## src/rtl/sd_pkg.sv

```systemverilog
// Shared definitions for the signed-digit on-the-fly converter:
// FSM state encoding and the (pos,neg) digit codes.
package sd_pkg;

  typedef enum logic [1:0] {
    ST_IDLE  = 2'd0,
    ST_ACCUM = 2'd1,
    ST_DONE  = 2'd2
  } state_e;

  // Digit codes as {dinp, dinn}; 2'b00 and 2'b11 both mean zero.
  localparam logic [1:0] SD_POS = 2'b10;
  localparam logic [1:0] SD_NEG = 2'b01;

endpackage : sd_pkg

```

## src/rtl/otf_step.sv

```systemverilog
// One on-the-fly conversion step: appends a radix-2 signed digit to the
// register pair (Q, QM = Q-1) using shifts and selects only, so the
// result never needs a carry-propagate adder.
module otf_step
  import sd_pkg::*;
#(
  parameter int W = 9
) (
  input  logic [W-1:0] q_i,
  input  logic [W-1:0] qm_i,
  input  logic [1:0]   digit_i,
  output logic [W-1:0] q_o,
  output logic [W-1:0] qm_o
);

  // Select the shifted source and the appended bit for each digit value.
  always_comb begin
    // NOTE: every output gets a value before the case so no path can
    // leave it unassigned, which would otherwise infer a latch.
    q_o  = (q_i  << 1);
    qm_o = (qm_i << 1) | W'(1);
    case (digit_i)
      SD_POS: begin
        q_o  = (q_i << 1) | W'(1);
        qm_o = (q_i << 1);
      end
      SD_NEG: begin
        q_o  = (qm_i << 1) | W'(1);
        qm_o = (qm_i << 1);
      end
      default: ;
    endcase
  end

endmodule : otf_step

```

## src/rtl/otf_converter.sv

```systemverilog
// Serial MSB-first signed-digit to two's-complement converter.
// Accepts no_of_digits digits in ACCUM, then presents the result in DONE
// until the consumer takes it.
module otf_converter
  import sd_pkg::*;
#(
  parameter int no_of_digits = 8
) (
  input  logic                  clk,
  input  logic                  rst,
  input  logic                  start,
  input  logic                  din_valid,
  input  logic                  dinp,
  input  logic                  dinn,
  output logic                  din_ready,
  output logic [no_of_digits:0] dout,
  output logic                  dout_valid,
  input  logic                  dout_ready,
  output logic                  busy
);

  localparam int W  = no_of_digits + 1;
  localparam int CW = $clog2(no_of_digits + 1);
  localparam logic [CW-1:0] LAST_IDX = CW'(no_of_digits - 1);

  state_e          state_q, state_d;
  logic [W-1:0]    q_q, q_d;
  logic [W-1:0]    qm_q, qm_d;
  logic [CW-1:0]   cnt_q, cnt_d;
  logic [W-1:0]    q_step, qm_step;

  otf_step #(.W(W)) u_step (
    .q_i     (q_q),
    .qm_i    (qm_q),
    .digit_i ({dinp, dinn}),
    .q_o     (q_step),
    .qm_o    (qm_step)
  );

  // State, conversion registers and digit counter; reset wins over everything.
  always_ff @(posedge clk) begin
    // NOTE: non-blocking assignments so every register samples the values
    // from before this edge, independent of statement order.
    if (rst) begin
      // NOTE: Q/QM are reset too, so the QM = Q-1 invariant holds from the
      // first cycle even though IDLE reloads them on start.
      state_q <= ST_IDLE;
      q_q     <= '0;
      qm_q    <= '1;
      cnt_q   <= '0;
    end else begin
      state_q <= state_d;
      q_q     <= q_d;
      qm_q    <= qm_d;
      cnt_q   <= cnt_d;
    end
  end

  // Next-state, datapath update and handshake outputs.
  always_comb begin
    state_d    = state_q;
    q_d        = q_q;
    qm_d       = qm_q;
    cnt_d      = cnt_q;
    din_ready  = 1'b0;
    dout_valid = 1'b0;
    dout       = '0;
    case (state_q)
      ST_IDLE: begin
        if (start) begin
          state_d = ST_ACCUM;
          q_d     = '0;
          qm_d    = '1;
          cnt_d   = '0;
        end
      end
      ST_ACCUM: begin
        din_ready = 1'b1;
        if (din_valid) begin
          q_d   = q_step;
          qm_d  = qm_step;
          cnt_d = cnt_q + CW'(1);
          if (cnt_q == LAST_IDX) state_d = ST_DONE;
        end
      end
      ST_DONE: begin
        dout_valid = 1'b1;
        dout       = q_q;
        if (dout_ready) state_d = ST_IDLE;
      end
      default: state_d = ST_IDLE;
    endcase
  end

  assign busy = (state_q != ST_IDLE);

endmodule : otf_converter

```

## config.mk

```make
export PLATFORM = sky130hd
export DESIGN_NAME = otf_converter
export DESIGN_NICKNAME = d
export VERILOG_FILES = /design/src/rtl/sd_pkg.sv /design/src/rtl/otf_step.sv /design/src/rtl/otf_converter.sv
export SDC_FILE = /design/constraint.sdc
export NUM_CORES = 1
export LEC_CHECK = 0
export ABC_AREA = 1
export BUFFER_PORTS_ARGS = -buffer_cell sky130_fd_sc_hd__buf_4
export CAP_MARGIN = 30
export CORE_MARGIN = 1.5
export CORE_UTILIZATION = 45
export CTS_BUF_LIST = sky130_fd_sc_hd__clkbuf_4 sky130_fd_sc_hd__clkbuf_8
export DETAILED_ROUTE_END_ITERATION = 8
export PLACE_DENSITY = 0.74
export SYNTH_ARGS = -nofsm -noshare
export SYNTH_HDL_FRONTEND = slang
export SYNTH_SLANG_ARGS = --single-unit
```

## constraint.sdc

```tcl
create_clock -name clk -period 2.4 [get_ports clk]
set_input_delay 0.48 -clock clk [delete_from_list [all_inputs] [get_ports clk]]
set_output_delay 0.48 -clock clk [all_outputs]
set_load 0.01 [all_outputs]
```

# ---- Word-level counts from Yosys, hierarchy flattened
# Index checks and enable logic that the tools add are counted.
dict set report totals {
  regBits 23
  in_bits 7
  output_inout_bits 12
  wordCells 38
}
dict set report op_classes {
  add_sub_neg 1
  n_eq_ne 9
  mux 19
  reduce_logical 5
}
# op n
set ops {}
lappend ops {{case mux 9 bit (2 select lines)} 2}
lappend ops {{case mux 8 bit (2 select lines)} 2}
lappend ops {{2-to-1 mux 9 bit} 3}
lappend ops {{2-to-1 mux 8 bit} 2}
lappend ops {{2-to-1 mux 2 bit} 4}
lappend ops {{2-to-1 mux 4 bit} 2}
lappend ops {{!= test 2 bit (second input constant)} 4}
lappend ops {{case mux 4 bit (2 select lines)} 1}
lappend ops {{case mux 2 bit (3 select lines)} 1}
lappend ops {{adder 4 x 1 -> 4 bit (second input constant)} 1}
lappend ops {{equality test 2 x 1 -> 1 bit (second input constant)} 2}
lappend ops {{equality test 2 bit (second input constant)} 2}
lappend ops {{equality test 4 x 3 -> 1 bit (second input constant)} 1}
lappend ops {{AND reduction 4 bit} 1}
lappend ops {{nonzero test 2 bit} 2}
lappend ops {{AND reduction 3 bit} 1}
lappend ops {{logical NOT 2 bit} 1}
lappend ops {{2-to-1 mux 1 bit} 2}

# ---- Logic depth before layout (Yosys ltp)
dict set report depth {
  word_depth 4
  ltp_mapped 9
  mapped_depth_nobuf 8
}

# ---- Modules after synthesis
# From an unflattened synthesis, not the netlist that was laid out.
dict set report hier_totals {
  cells_unflattened 221
  hier_area_um2 1383.8
}
# mod n_inst cells_each area_per_inst_um2 seq_area_each_um2
set modules_own_cells {}
lappend modules_own_cells {otf_converter 1 148 1069.8 480.5}
lappend modules_own_cells {otf_step 1 73 314.1 0.0}

# ---- Worst setup path before layout
# Ideal clock, no wire load.
dict set report synth_timing {
  path_type {input to register}
  from {in dinp}
  to {reg qm_q[4]}
  setup_time_ns 0.133
  t_arrival_ns 1.347
  required_time_ns 2.267
  slack_ns 0.920
  path_stages 7
  path_buffers 1
  path_cell_list {inv_1 ha_1 clkbuf_1 o21ai_0 nand3_1 nand2_1 nand3_1}
}
dict set report synth_between {
  elab_chain_len 4
  elab_cells_between_ends 5
  cone_classes {eq/ne: 2; mux: 3}
}
# element line
set synth_lines {}
lappend synth_lines {{start, declared} otf_converter.sv:13} ;# input logic dinp,
lappend synth_lines {{equality test 2 x 1 -> 1 bit or equality test 2 bit (tied branches)} otf_step.sv:22} ;# case (digit_i)
lappend synth_lines {{case mux 8 bit (2 select lines) (*)} otf_step.sv:22}
lappend synth_lines {{2-to-1 mux 8 bit (*)} otf_converter.sv:79} ;# if (din_valid) begin
lappend synth_lines {{case mux 8 bit (2 select lines) (*)} otf_converter.sv:68} ;# case (state_q)
lappend synth_lines {{end signal, assigned} otf_converter.sv:54} ;# qm_q <= qm_d;
lappend synth_lines {{end, declared} otf_converter.sv:28} ;# logic [W-1:0] qm_q, qm_d;
# Every way passes the cells marked *; elsewhere a longest branch is shown, timed or not. The select of a mux whose other input is x is not followed.
# A chain may end at the register's enable or synchronous reset.

# ---- Worst setup path in the final report
dict set report layout_timing {
  from {reg state_q[0]}
  to {out din_ready}
}
dict set report layout_between {
  elab_chain_len 2
}
# element line
set layout_lines {}
lappend layout_lines {{start, declared} otf_converter.sv:26} ;# state_e state_q, state_d;
lappend layout_lines {{start signal, assigned} otf_converter.sv:52} ;# state_q <= state_d;
lappend layout_lines {{equality test 2 x 1 -> 1 bit} otf_converter.sv:68}
lappend layout_lines {{2-to-1 mux 1 bit} otf_converter.sv:68}
lappend layout_lines {{end, declared} otf_converter.sv:15} ;# output logic din_ready,
# No other way between the ends.

==> flow_summary.toml <==
[floorplan]
dieWidth_um = 57.57
chipHeight_um = 57.57
row_count = 19
dieArea_um2 = 3314
core_area_um2 = 2781
start_util = 0.4818
io_pins = 19

[run]
maxCapViolCount = 0

[place]
io_buffers = 18
place_congestion = 0.8632
place_hpwl_um = 2048
place_ws_ns = 0.5644
post-place-cells = 249
dpl-instance-area_um2 = 1456

[setup_path]
cp.required_ns = 1.92
end_kind = "output pin"
worst-setup-path-type = "flop to output pin"
cp.arrival_ns = 1.23
crit_path_max_fanout = 11
worst_setup_path_start_kind = "flop"

[timing]
whs_ns = 0.4362
finalHoldViolCount = 0
fin_crit_sh = 0.7123
fin_crit_ns = 1.710
finClkSkew_ns = 0.007527
layout_setup_ws_ns = 0.6904
drv_slew = 0
tns_ns = 0
tightestPinTransition_ns = 0.4672
rsz0062_at_grt = "no"
setup_viol = 0
fmax_mhz = 584.9
relSlewSlack = 0.6885

[global_routing]
grt_usage = 0.1870
grt_max_degree = 20
antenna_found_initial = 0
grt_pass1_vias = 1080
grt_pass1_wl_um = 4912
grt-ovfl-total = 0

[routing]
vias_per_cell = 5.166
ant_nets = 0
drtIter0Drc = 74
wirelength_um = 2982
drc = 0
wl_per_cell_um = 11.79
via_count = 1307
first_pass_iters = 4

[clock_network]
insertion_delay_ns = 0.31
clk_pin_slew_ns = 0.12
hold_buffers = 0
clk_path_buf_depth = 2
cts_tree = "built"
cts_setup_buffers = 0
ctsRootBufferMaster = "clkbuf_4"
clkSinkCount = 23
cts_max_level = 1
cts_buffers = 3
ctsResizeCount = 0

[synth]
yosysWarnings = 0
synth_nets = 220
syn_area_um2 = 1340
synth_cell_types = 21
synthCells = 210
ys_seq_elements = 23
ys_seq_area_frac = 0.3436
syn_avg_cell_area_um2 = 6.381

[layout]
final_common_cell = "nand2_1"
finalInstanceArea_um2 = 1486
antenna_cells = 0
fin_cells = 253
n_fill_cell = 285
layout-drive-gt1-share = 0.1486
layout_common_cells = "nand2_1, nand3_1, inv_1"
fin_nets = 233
synthToLayoutAreaGrowth_pct = 10.92

[outcome]
status = "completed"

[power]
vdd_drop_max_v = 0.0002895
power_density_nw_per_um2 = 519.7
p_leak_nw = 0.6633

[worst_hold_path]
min_path_type = "input port to flop"
[state kept, by name (all words and copies together), names as in the netlist]
name,flops
q_q,9
cnt_q,4
state_q,2
qm_q,8
[area by class of cell]
class                      instances  area [um2]  share of cell area
inverter                          28       105.1             0.07071
tap                               31       38.79             0.02609
multi-input combinational        148       709.4              0.4773
sequential                        23       460.4              0.3098
timing repair buffer              19       142.6             0.09596
clock buffer                       4       30.03             0.02020
[cell usage after synthesis]
library cell,instances,area share
nand2_1,53,0.15
nand2_4,1,0.0084
ha_1,3,0.028
inv_1,25,0.070
nand4_1,1,0.0047
o21ai_0,7,0.026
or2_1,1,0.0047
inv_2,3,0.0084
nor2_2,3,0.014
nand3_4,1,0.013
o21ai_1,10,0.037
nor2_1,14,0.039
nand2_2,1,0.0047
buf_4,3,0.017
a21oi_2,1,0.0065
buf_2,4,0.015
buf_6,1,0.0084
dfxtp_1,23,0.34
nand3_1,34,0.13
clkbuf_1,3,0.0084
a21oi_1,18,0.067
[stage by stage]
step	utilization	power, mW
3_3_place_gp	0.5236	0.5866
6_report	0.5344	0.7725
5_1_grt	0.5344	0.8134
4_1_cts	0.5344	0.7789
2_1_floorplan	-	0.5541
3_5_place_dp	0.5236	0.5882
[cell families after synthesis]
| logic type | synth area share |
|---|---|
| and+or+nand+nor | 0.3642 |
| buffers and inverters | 0.1270 |
| AOI/OAI and AO/OA | 0.1373 |
| DFF | 0.3436 |
| adders and majority gates | 0.02801 |
[report_power, final]
part,internal (mW),switching (mW)
clock network,0.0760,0.115
registers,0.401,0.0197
logic,0.0572,0.103
[layer usage]
| metal | vias to the layer above | GRT usage | wire length [um] |
|---|---|---|---|
| li1 | 697 | - | - |
| met1 | 563 | 0.2917 | 1504 |
| met2 | 45 | 0.2646 | 1283 |
| met3 | 2 | 0.02268 | 175 |
| met4 | 0 | 0.05980 | 19 |
| met5 | - | 0 | 0 |
[critical path, cell delays in order (launching register included)]
cell	delay (ns)
dfxtp_1	0.46
inv_1	0.06
nor2_1	0.09
buf_4	0.18
buf_4	0.14
[path summary, 6_finish.rpt]
kind              slack [ns]  depth (start not counted)          to        from
setup / recovery        0.69                          4   din_ready  state_q[0]
hold / removal          0.44                          3  state_q[1]  dout_ready
setup reg to reg        1.02                          6    cnt_q[3]  state_q[0]
hold reg to reg         0.50                          2      q_q[8]      q_q[8]
Power figures use the tool's default switching activity.
